<file path="src/rtl/fifo_n.sv">
// N-entry FIFO with guarded enq/deq/first/clear methods, occupancy count,
// almost-full flag and a sticky protocol-error flag.
module fifo_n #(
  parameter int WIDTH    = 128,
  parameter int DEPTH    = 4,
  parameter int AF_LEVEL = DEPTH - 1
) (
  input  logic                       CLK,
  input  logic                       RST,
  input  logic                       in_enq__ENA,
  input  logic [WIDTH-1:0]           in_enq_v,
  output logic                       in_enq__RDY,
  input  logic                       out_deq__ENA,
  output logic                       out_deq__RDY,
  output logic [WIDTH-1:0]           out_first,
  output logic                       out_first__RDY,
  input  logic                       clear__ENA,
  output logic                       clear__RDY,
  output logic [$clog2(DEPTH+1)-1:0] count,
  output logic                       almost_full,
  output logic                       err
);

  localparam int CW = $clog2(DEPTH + 1);
  localparam int PW = $clog2(DEPTH);

  logic [WIDTH-1:0] mem [DEPTH];
  logic [PW-1:0]    wr_ptr;
  logic [PW-1:0]    rd_ptr;
  logic             enq_fire;
  logic             deq_fire;
  logic             violation;

  // Explicit wrap so non-power-of-two depths stay inside the array.
  function automatic logic [PW-1:0] ptr_next(input logic [PW-1:0] p);
    return (p == PW'(DEPTH - 1)) ? '0 : p + PW'(1);
  endfunction

  assign in_enq__RDY    = (count < CW'(DEPTH));
  assign out_deq__RDY   = (count != '0);
  assign out_first__RDY = out_deq__RDY;
  assign out_first      = mem[rd_ptr];
  assign clear__RDY     = 1'b1;
  assign almost_full    = (count >= CW'(AF_LEVEL));

  assign enq_fire  = in_enq__ENA & in_enq__RDY & ~clear__ENA;
  assign deq_fire  = out_deq__ENA & out_deq__RDY & ~clear__ENA;
  assign violation = ~clear__ENA &
                     ((in_enq__ENA & ~in_enq__RDY) | (out_deq__ENA & ~out_deq__RDY));

  always_ff @(posedge CLK or posedge RST) begin
    if (RST) begin
      wr_ptr <= '0;
      rd_ptr <= '0;
      count  <= '0;
      err    <= 1'b0;
    end else if (clear__ENA) begin
      wr_ptr <= '0;
      rd_ptr <= '0;
      count  <= '0;
      err    <= 1'b0;
    end else begin
      if (enq_fire) wr_ptr <= ptr_next(wr_ptr);
      if (deq_fire) rd_ptr <= ptr_next(rd_ptr);
      if (enq_fire && !deq_fire)
        count <= count + CW'(1);
      else if (deq_fire && !enq_fire)
        count <= count - CW'(1);
      if (violation) err <= 1'b1;
    end
  end

  // Storage is deliberately left out of reset.
  always_ff @(posedge CLK) begin
    if (enq_fire) mem[wr_ptr] <= in_enq_v;
  end

endmodule

</file>
<file path="config.mk">
export PLATFORM = sky130hd
export DESIGN_NAME = fifo_n
export DESIGN_NICKNAME = d
export VERILOG_FILES = /design/src/rtl/fifo_n.sv
export SDC_FILE = /design/constraint.sdc
export NUM_CORES = 1
export LEC_CHECK = 0
export CORE_AREA = 2 2 222 224
export DETAILED_ROUTE_END_ITERATION = 12
export DIE_AREA = 0 0 224 226
export GPL_ROUTABILITY_DRIVEN = 0
export SLEW_MARGIN = 20
export SYNTH_ARGS = -nofsm -noshare
export SYNTH_HDL_FRONTEND = slang
export SYNTH_SLANG_ARGS = --single-unit
</file>
<file path="constraint.sdc">
create_clock -name CLK -period 4.05 [get_ports CLK]
set_input_delay 0.81 -clock CLK [delete_from_list [all_inputs] [get_ports CLK]]
set_output_delay 0.81 -clock CLK [all_outputs]
set_load 0.005 [all_outputs]
</file>
Yosys cells after proc, flatten, opt, wreduce, memory -nomap -nowiden
Memory sizes are Yosys's and may differ from the RTL's.
Cells that the tools add are included.
{ "op_classes": {"add_sub_neg": 4, "magnitude_cmp": 2, "eq_ne": 2, "mux": 13, "n_bitwise": 11, "reduce_logical": 9} }
{ "op_table": {"columns": ["op", "n"], "rows": [
  ["2-bit 2-to-1 mux", 6],
  ["3-bit 2-to-1 mux", 3],
  ["1-bit AND", 7],
  ["2-bit nonzero test", 3],
  ["3-bit nonzero test", 2],
  ["2-bit by 1-bit adder with 2-bit output (second input constant)", 2],
  ["2-bit equality test (second input constant)", 2],
  ["1-bit 2-to-1 mux", 4],
  ["3-bit by 1-bit adder with 3-bit output (second input constant)", 1],
  ["3-bit by 2-bit greater-or-equal comparator with 1-bit output (second input constant)", 1],
  ["3-bit < comparator (second input constant)", 1],
  ["1-bit inverter", 3],
  ["3-bit by 1-bit subtractor with 3-bit output (second input constant)", 1],
  ["1-bit logical AND", 2],
  ["1-bit logical NOT", 2],
  ["1-bit bitwise OR", 1]
]} }
{ "totals": {"ff_bits": 8, "ram_bits": 512, "inputBits": 133, "out_inout_bits": 137, "elab_cells": 46, "n_memories": 1} }
{ "memory_table": {"columns": ["name", "depth", "width", "read_ports", "rd_clocked_by_memory_dff", "wr", "line", "text"], "rows": [
  ["mem", 4, 128, 1, 0, 1, "27", "logic [WIDTH-1:0] mem [DEPTH];"]
]} }

Logic depth before layout (Yosys ltp)
Gate-level depths: netlist of the first run.
{ "depth": {"ltp_word": 8, "depth_mapped": 7, "ltp_nobuf": 7} }

Least setup slack after synthesis of the first run
Ideal clock, no wire load.
{ "synth_path": {"path_type": "input -> register", "startpoint": "input port clear__ENA", "endpoint": "memory mem[0][0], enable pin", "setup_time_ps": 503, "arrival_ps": 4153, "required_ps": 3547, "setup_slack_ps": -606, "path_stages": 3, "path_buffers": 1, "cell_sequence": "clkbuf_1 > nor2_1 > and2_1"} }
{ "synth_via": {"elab_chain_cells": 4} }
{ "synth_rtl": {"columns": ["item", "line", "text"], "rows": [
  ["start: declaration", "17", "input logic clear__ENA,"],
  ["1-bit inverter", "46", "assign enq_fire = in_enq__ENA & in_enq__RDY & ~clear__ENA;"],
  ["1-bit AND", "46", null],
  ["1-bit 2-to-1 mux", "75", "if (enq_fire) mem[wr_ptr] <= in_enq_v;"],
  ["1-bit 2-to-1 mux (not written as such)", "75", null],
  ["end: declaration", "27", null]
]} }
Every way passes these cells.

Worst setup path in the final report of the first run
{ "layout_path": {"startpoint": "register rd_ptr[0]", "endpoint": "output port out_first[117]"} }
{ "layout_via": {"elab_chain_cells": 1} }
{ "layout_rtl": {"columns": ["item", "line", "text"], "rows": [
  ["start: declaration", "29", "logic [PW-1:0] rd_ptr;"],
  ["start signal: assignment", "64", "if (deq_fire) rd_ptr <= ptr_next(rd_ptr);"],
  ["memory 4 x 128 bit", null, null],
  ["end: declaration", "15", "output logic [WIDTH-1:0] out_first,"]
]} }
Every way passes these cells.

==> impl_metrics.toml, run 1 <==
[outcome]
status = "complete, no violations"

[placed_design]
dp_hpwl_mm = 23.6
dp_cells = 1623
port_buffers = 268
dpl_worst_slack_ns = 0.800

[setup_path]
path_buf_inv = 2
cpMaxStageDelayCell = "dfrtp_4"
slowest_delay_ns = 0.84
r2r_cells = 4
critPathLaunchType = "register"
crit_fanout = 31
crit_family = "buffers and inverters"
reg2reg_slack_ns = 1.76
cp.arrival_ns = 2.86
cp_cell_sequence = "buf_4 -> mux4_2 -> clkdlybuf4s50_1"
cp-end-kind = "output pin"
crit_required_ns = 3.24
r2r-start = "count[2]"
r2r-end = "mem[2][31]"
crit_type = "reg2out"

[synth]
syn_area_per_cell_um2 = 25.7
yosys_warnings = 0
async_flop_share = 0.0154
ys_ff_latch = 520
synth_edf_count = 512
yosysSeqAreaShare = 0.816
ys_top_cells_by_area = "edfxtp_1, mux4_2, dfrtp_1"
yosys.area.top_type = "edfxtp_1"
synthCells = 742
synth_area_mm2 = 0.0191
yosysMostFrequentCell = "edfxtp_1"
synth_cell_type_count = 32
yosys-top-cells-count = "edfxtp_1, mux4_2, buf_2"
netlist.area_leader.share = 0.806
synth_top_flop_cell = "edfxtp_1"
syn-num-nets = 881

[clock_network]
htree_levels = 2
cts_root_buffer = "clkbuf_16"
cts_tree = "yes"
cts_made_buffers = 53
cts_hold_buf = 0
max-clock-path-buffers = 3
clk_latency_ns = 0.58
cts_sinks = 520
cts_resized = 0
path_clk_slew_ns = 0.06
postCtsSetupRepairBufs = 0

[grt]
grt_pass1_wl_mm = 57.1
antenna_found_initial = 3
overflow = 0
grt_use_total = 0.152
grt_pass1_vias = 9164
grt_max_degree = 76

[floorplan]
pin_count = 270
die_area_mm2 = 0.0506
chipWidth_um = 224
rows = 81
initial_core_util = 0.395
die_h_um = 226
core_mm2 = 0.0483

[route]
drt.antenna.violating_nets = 0
drtIter0Drc = 635
drc = 0
wl_mm = 38.2
via_count = 8735
vias_per_cell = 5.08
drt-pass1-iter-count = 4
wl_per_cell_um = 22.2

[final_layout]
drive_above_1_share = 0.209
area_growth_pct = 27.6
instances_no_fill = 1720
diodes = 0
finish.net_count = 1195

[sta]
max_clock_freq_ghz = 0.273
worst_slack_ns = 0.380
tightestPinTransition_ns = 0.693
hold_violations = 0
tns_ns = 0
fin_crit_sh = 0.906
relSlewSlack = 0.538
post-route-min-period_ns = 3.67
skew_ns = 0.0216
slew_viol_final = 0
setup_violations = 0
rsz0062_at_grt = "no"

[job]
maxCapViolations = 0

[power]
intPower_mw = 10.3
leakagePower_nw = 7.61
p_comb_frac = 0.177
power_density_mw_per_mm2 = 547
netSwitchingPower_mw = 2.98
switching_share = 0.224
seqPwrFrac = 0.474
p_clk_frac = 0.349
ir_worst_vdd_v = 0.000360

[min_path]
hold_class = "in2async"
[kinds of logic (layout without fill, tap and decap cells)]
logic type               Yosys count  after routing  synth area share
AND/OR/NAND/NOR                   29             29           0.00813
XOR/XNOR                           1              1          0.000459
multiplexers                     129            129             0.152
flip-flops                       520            520             0.816
buffers and inverters             40            396            0.0141
adder cells (fa/ha/maj)            6              6           0.00433
other                              1              1          0.000196
AO/OA/AOI/OAI                     16             16           0.00518
[metal layers]
metal	wire (um)	track usage
met3	2710	0.0466
met4	618	0.0387
met5	39	0
met1	16500	0.209
met2	18300	0.236
[sequential cells by signal (all words and copies together), names as in the netlist]
| signal | cells |
|---|---|
| count | 3 |
| err | 1 |
| mem | 512 |
| rd_ptr | 2 |
| wr_ptr | 2 |
[area by class of cell]
type,count,area (um2)
Timing Repair Buffer,293,3060
Sequential cell,520,15600
Tap cell,622,778
Multi-Input combinational cell,182,3250
Clock inverter,28,265
Clock buffer,69,1390
Fill cell,3828,24000
Inverter,6,22.5
[worst max path at each step]
stage                 from             end  slack, ns  cells past startpoint
2_1_floorplan   clear__ENA       mem[0][0]       0.82                      3
3_3_place_gp   in_enq__ENA      mem[2][23]       0.90                      5
3_5_place_dp   in_enq__ENA      mem[2][23]       0.80                      5
4_1_cts          rd_ptr[0]  out_first[122]       0.27                      3
5_1_grt          rd_ptr[0]  out_first[122]       0.19                      3
6_report         rd_ptr[0]  out_first[117]       0.38                      3
[per-stage QoR]
stage	hold slack (ns)	total power, mW	cell area [um2]	utilization
final	0.492	13.3	24300	0.504
after global routing	0.488	13.9	24300	0.504
after CTS	0.459	13.6	24300	0.504
after detailed placement	0.561	8.85	22700	0.469
after global placement	0.546	8.84	22700	0.469
after floorplan	0.539	7.55	19100	-
[cells in the final DEF (no fill, tap or decap), types with 3 or more instances in the layout]
master / count
edfxtp_1: 512
clkdlybuf4s50_1: 268
mux4_2: 128
clkbuf_16: 53
clkbuf_1: 16
buf_12: 15
clkinv_1: 11
buf_4: 10
clkinv_2: 8
nand2_1: 7
a21oi_1: 6
inv_1: 6
dfrtp_1: 6
ha_1: 5
bufinv_16: 5
or3_1: 4
and2_4: 4
nor2_1: 3
o21ai_0: 3
nand3_1: 3
[power groups by stage]
stage | logic (mW) | clock network [mW] | registers (mW)
after floorplan | 1.21 | 0 | 6.35
after global placement | 2.41 | 0 | 6.43
after detailed placement | 2.41 | 0 | 6.44
after CTS | 2.42 | 4.80 | 6.33
after global routing | 2.53 | 4.99 | 6.35
final | 2.36 | 4.65 | 6.32
No activity file was read; power rests on OpenSTA's default activity.
==> run 2, diff against run 1 <==
- DONT_BUFFER_PORTS: not set -> 1
==> run 2 against run 1 <==
Against the previous run:
- first-iteration DRC count is 22% lower
- via count down 13%
- critical endpoint is now out_first[67]
- power decreased by 8.2%
- largest cell class unchanged
- worst hold slack lost 0.41 ns
- setup slack improved by 0.23 ns
- largest power group unchanged
==> impl_metrics.toml, run 2 (same netlist as run 1, synthesis figures left out) <==
[floorplan]
core_mm2 = 0.0483
rows = 81
initial_core_util = 0.395
die_h_um = 226
pin_count = 270
chipWidth_um = 224
die_area_mm2 = 0.0506

[grt]
antenna_found_initial = 0
use_met2 = 0.226
overflow = 0
met3_usage = 0.0644
top_usage_layer = "met2"
use_met1 = 0.167
grt_pass1_vias = 8270
grt_pass1_wl_mm = 52.4
grt_max_degree = 64
grt_use_total = 0.139

[setup_path]
r2r-start = "count[2]"
path_buf_inv = 1
slowest_delay_ns = 1.04
crit_type = "reg2out"
crit_required_ns = 3.24
critPathLaunchType = "register"
cp-end-kind = "output pin"
r2r_cells = 4
cpMaxStageDelayCell = "dfrtp_4"
cp.arrival_ns = 2.63
reg2reg_slack_ns = 1.62
crit_fanout = 41
crit_start = "rd_ptr[0]"
crit_family = "flip-flops"
cp_cell_sequence = "buf_12 -> mux4_2"
r2r-end = "mem[0][77]"

[route]
via_count = 7643
drt-pass1-iter-count = 4
drc = 0
drtIter0Drc = 498
wl_per_cell_um = 24.4
drt.antenna.violating_nets = 0
vias_per_cell = 5.27
wl_mm = 35.4

[power]
power_density_mw_per_mm2 = 567
seqPwrFrac = 0.519
netSwitchingPower_mw = 2.75
p_comb_frac = 0.114
p_clk_frac = 0.366
switching_share = 0.225
leakagePower_nw = 6.54
intPower_mw = 9.48
ir_worst_vdd_v = 0.000333

[sta]
skew_ns = 0.0129
post-route-min-period_ns = 3.44
hold_violations = 0
rsz0062_at_grt = "no"
max_clock_freq_ghz = 0.291
setup_violations = 0
slew_viol_final = 0
worst_slack_ns = 0.611
fin_crit_sh = 0.849
relSlewSlack = 0.375
tightestPinTransition_ns = 0.938
tns_ns = 0

[clock_network]
path_clk_slew_ns = 0.06
cts_sinks = 520
cts_root_buffer = "clkbuf_16"
cts_resized = 0
htree_levels = 2
cts_hold_buf = 0
cts_made_buffers = 51
clk_latency_ns = 0.57
cts_tree = "yes"
postCtsSetupRepairBufs = 0
max-clock-path-buffers = 3

[placed_design]
port_buffers = 0
dp_cells = 1358
dpl_worst_slack_ns = 1.11
placed_cell_area_mm2 = 0.0200
dp_hpwl_mm = 21.6

[final_layout]
diodes = 0
area_growth_pct = 13.0
ff_latch_area_mm2 = 0.0156
reg_top3 = "mem (512), count (3)"
largest_reg_flops = 512
multi_input_area_mm2 = 0.00325
finish.net_count = 928
instances_no_fill = 1451
final_cell_mix = "edfxtp_1, mux4_2, clkbuf_16"
final_design_area_no_fill_mm2 = 0.0216
largest-register = "mem"
drive_above_1_share = 0.277
fillers = 3971
mostFrequentLayoutCell = "edfxtp_1"

[outcome]
status = "complete, no violations"

[job]
maxCapViolations = 0

[min_path]
hold_class = "in2async"
==> run 2: cell count changes in the layout (fill, tap and decap cells not counted), sizes merged <==
cell / previous run / this run
clkdlybuf4s50: 268 / 0
clkinv: 20 / 16
buf: 25 / 28
clkbuf: 69 / 72
bufinv: 5 / 3
inv: 8 / 7
==> run 2: power groups by stage <==
stage / clock network (mW) / logic (mW) / registers (mW)
after floorplan: 0 / 1.21 / 6.35
after global placement: 0 / 1.44 / 6.47
after detailed placement: 0 / 1.44 / 6.48
after CTS: 4.62 / 1.45 / 6.36
after global routing: 4.83 / 1.51 / 6.38
final: 4.48 / 1.40 / 6.35
==> run 2: per-layer routing <==
metal / vias to the layer above / wire length [um]
met3: 54 / 3390
met2: 232 / 17300
met5: - / 0
met1: 4075 / 14000
li1: 3282 / -
met4: 0 / 703
==> run 2: layout make-up <==
| type | count | area share |
|---|---|---|
| Timing Repair Buffer | 28 | 0.0161 |
| Inverter | 6 | 0.00104 |
| Multi-Input combinational cell | 182 | 0.151 |
| Sequential cell | 520 | 0.723 |
| Clock buffer | 72 | 0.0648 |
| Tap cell | 622 | 0.0361 |
| Clock inverter | 21 | 0.00853 |
==> run 2: worst register-to-register path, cell delays in order (launching register included) <==
cell      delay [ns]
dfrtp_1         0.49
nand2b_1        0.26
nor2_1          0.29
and2_4          0.68
buf_4           0.40
==> run 2: per-stage QoR <==
step	total power, mW	util	hold slack [ns]
global placement	7.90	0.413	0.565
detailed placement	7.92	0.413	0.573
CTS	12.4	0.446	0.0472
floorplan	7.55	-	0.539
finish	12.2	0.446	0.0823
global route	12.7	0.446	0.0769
==> run 2: worst max path at each step <==
stage,endpoint,slack (ns),cells past startpoint
final,out_first[67],0.61,2
after global placement,out_first[60],1.12,2
after detailed placement,out_first[5],1.11,2
after CTS,out_first[15],0.48,2
after floorplan,mem[0][0],0.82,3
after global routing,out_first[60],0.41,2
==> run 3, diff against run 2 <==
- clock period: 4.05 -> 2.9 ns (I/O delays scaled with it)
==> run 3 against run 2 <==
Against the previous run:
- setup slack worse by 0.39 ns
- non-clock buffer count up 1
- power up 41%
- critical path depth up 1
- core utilization up 0.31 points
- wire length down 0.12%
- sequential cell count unchanged
- critical endpoint is now out_first[50]
- via count up 0.30%
- largest power group unchanged
- count of clock-buffer cells in the layout down 5
==> impl_metrics.toml, run 3 (same netlist as run 1, synthesis figures left out) <==
[outcome]
status = "complete, no violations"

[floorplan]
chipWidth_um = 224
pin_count = 270
rows = 81
core_mm2 = 0.0483
initial_core_util = 0.395
die_h_um = 226
die_area_mm2 = 0.0506

[min_path]
hold_start = "clear__ENA"
hold_end = "rd_ptr[0]"
whs_path_depth = 1
hold_class = "in2reg"

[route]
drtIter0Drc = 441
drt.antenna.violating_nets = 0
wl_per_cell_um = 24.4
vias_per_cell = 5.29
wl_mm = 35.4
drt-pass1-iter-count = 4
via_count = 7666
drc = 0

[setup_path]
reg2reg_slack_ns = 0.75
cp-end-kind = "output pin"
cp.arrival_ns = 2.10
cpMaxStageDelayCell = "mux4_2"
r2r-start = "count[2]"
slowest_delay_ns = 0.56
path_buf_inv = 2
crit_fanout = 21
crit_required_ns = 2.32
critPathLaunchType = "register"
crit_family = "multiplexers"
r2r-end = "mem[0][33]"
crit_type = "reg2out"
r2r_cells = 4
cp_cell_sequence = "buf_12 -> buf_4 -> mux4_2"

[job]
maxCapViolations = 0

[final_layout]
reg_top3 = "mem (512), count (3)"
fillers = 3959
instances_no_fill = 1450
largest-register = "mem"
diodes = 0
largest_reg_flops = 512
mostFrequentLayoutCell = "edfxtp_1"
area_growth_pct = 13.8
ff_latch_area_mm2 = 0.0156
multi_input_area_mm2 = 0.00325
drive_above_1_share = 0.279
final_cell_mix = "edfxtp_1, mux4_2, clkbuf_16"
finish.net_count = 930

[sta]
max_clock_freq_ghz = 0.373
post-route-min-period_ns = 2.68
fin_crit_sh = 0.925
slew_viol_final = 0
rsz0062_at_grt = "no"
tightestPinTransition_ns = 0.608
relSlewSlack = 0.594
hold_violations = 0
skew_ns = 0.0180
setup_violations = 0

[clock_network]
cts_root_buffer = "clkbuf_16"
postCtsSetupRepairBufs = 0
max-clock-path-buffers = 3
path_clk_slew_ns = 0.06
cts_made_buffers = 52
cts_resized = 0
cts_sinks = 520
clk_latency_ns = 0.58
cts_tree = "yes"
htree_levels = 2

[power]
seqPwrFrac = 0.506
switching_share = 0.225
power_density_mw_per_mm2 = 797
leakagePower_nw = 6.57
netSwitchingPower_mw = 3.90
p_comb_frac = 0.127
p_clk_frac = 0.367
intPower_mw = 13.4
total_power_mw = 17.3
ir_worst_vdd_v = 0.000614

[placed_design]
dp_hpwl_mm = 21.2
dp_cells = 1358
port_buffers = 0

[grt]
grt_pass1_vias = 8131
grt_pass1_wl_mm = 52.2
grt_max_degree = 82
antenna_found_initial = 0
overflow = 0
grt_use_total = 0.139
==> run 3: cell count changes in the layout (fill, tap and decap cells not counted) <==
cell           delta
buf_12            +8
buf_4             -8
clkbuf_1          -8
clkinv_1          +5
clkinv_2          -4
clkbuf_8          +2
clkinvlp_4        +2
clkbuf_16         +1
clkinv_8          +1
dlygate4sd3_1     +1
inv_8             -1
==> run 3: worst register-to-register path, cell delays in order, from the launching register on <==
cell and delay, ns:
dfrtp_1 0.48, nand2b_1 0.25, nor2_1 0.29, and2_4 0.24, buf_12 0.36
==> run 3: area by class of cell <==
class	instances	area share
sequential	520	0.718
clock buffer	67	0.0654
tap	622	0.0358
timing repair buffer	29	0.0211
inverter	6	0.00104
clock inverter	24	0.00933
multi-input combinational	182	0.150
==> run 3: metrics by stage <==
stage | setup TNS, ns | setup slack, ns | cell area (um2) | hold slack (ns) | util
after floorplan | -49.21 | -0.0961 | 19100 | 0.396 | -
after global placement | 0 | 0.755 | 20100 | 0.448 | 0.415
after detailed placement | 0 | 0.704 | 20100 | 0.445 | 0.415
after CTS | 0 | 0.141 | 21700 | 0.0185 | 0.449
after global routing | 0 | 0.101 | 21700 | 0.0268 | 0.449
final | 0 | 0.218 | 21700 | 0.0647 | 0.449
==> run 3: what timing repair did <==
item / in CTS / in global routing
endpoints found under the setup margin: 0 / 0
endpoints found under the hold margin: 8 / 0
hold buffers: 1 / 0
==> run 3: how the worst max path moves through the flow <==
stage,cells after the start,end,start,slack [ns]
after global routing,3,out_first[50],rd_ptr[0],0.10
final,3,out_first[50],rd_ptr[0],0.22
after CTS,3,out_first[50],rd_ptr[0],0.14
after global placement,6,count[1],count[2],0.75
after detailed placement,6,count[1],count[2],0.70
after floorplan,3,mem[0][0],clear__ENA,-0.1
==> run 3: per-layer routing <==
layer  vias up  wire (um)  share of wire  track usage
li1       3280          -              -            -
met1      4102      14400           0.41        0.174
met2       226      16800           0.47        0.214
met3        58       3470          0.098       0.0670
met4         0        737          0.021       0.0439
met5         -          0              0            0
==> run 3: power groups by stage <==
stage | combinational (mW) | sequential [mW] | clock (mW)
4_1_cts | 2.27 | 8.76 | 6.56
6_report | 2.20 | 8.76 | 6.34
3_5_place_dp | 2.27 | 8.92 | 0
5_1_grt | 2.37 | 8.79 | 6.82
3_3_place_gp | 2.26 | 8.90 | 0
2_1_floorplan | 1.68 | 8.86 | 0
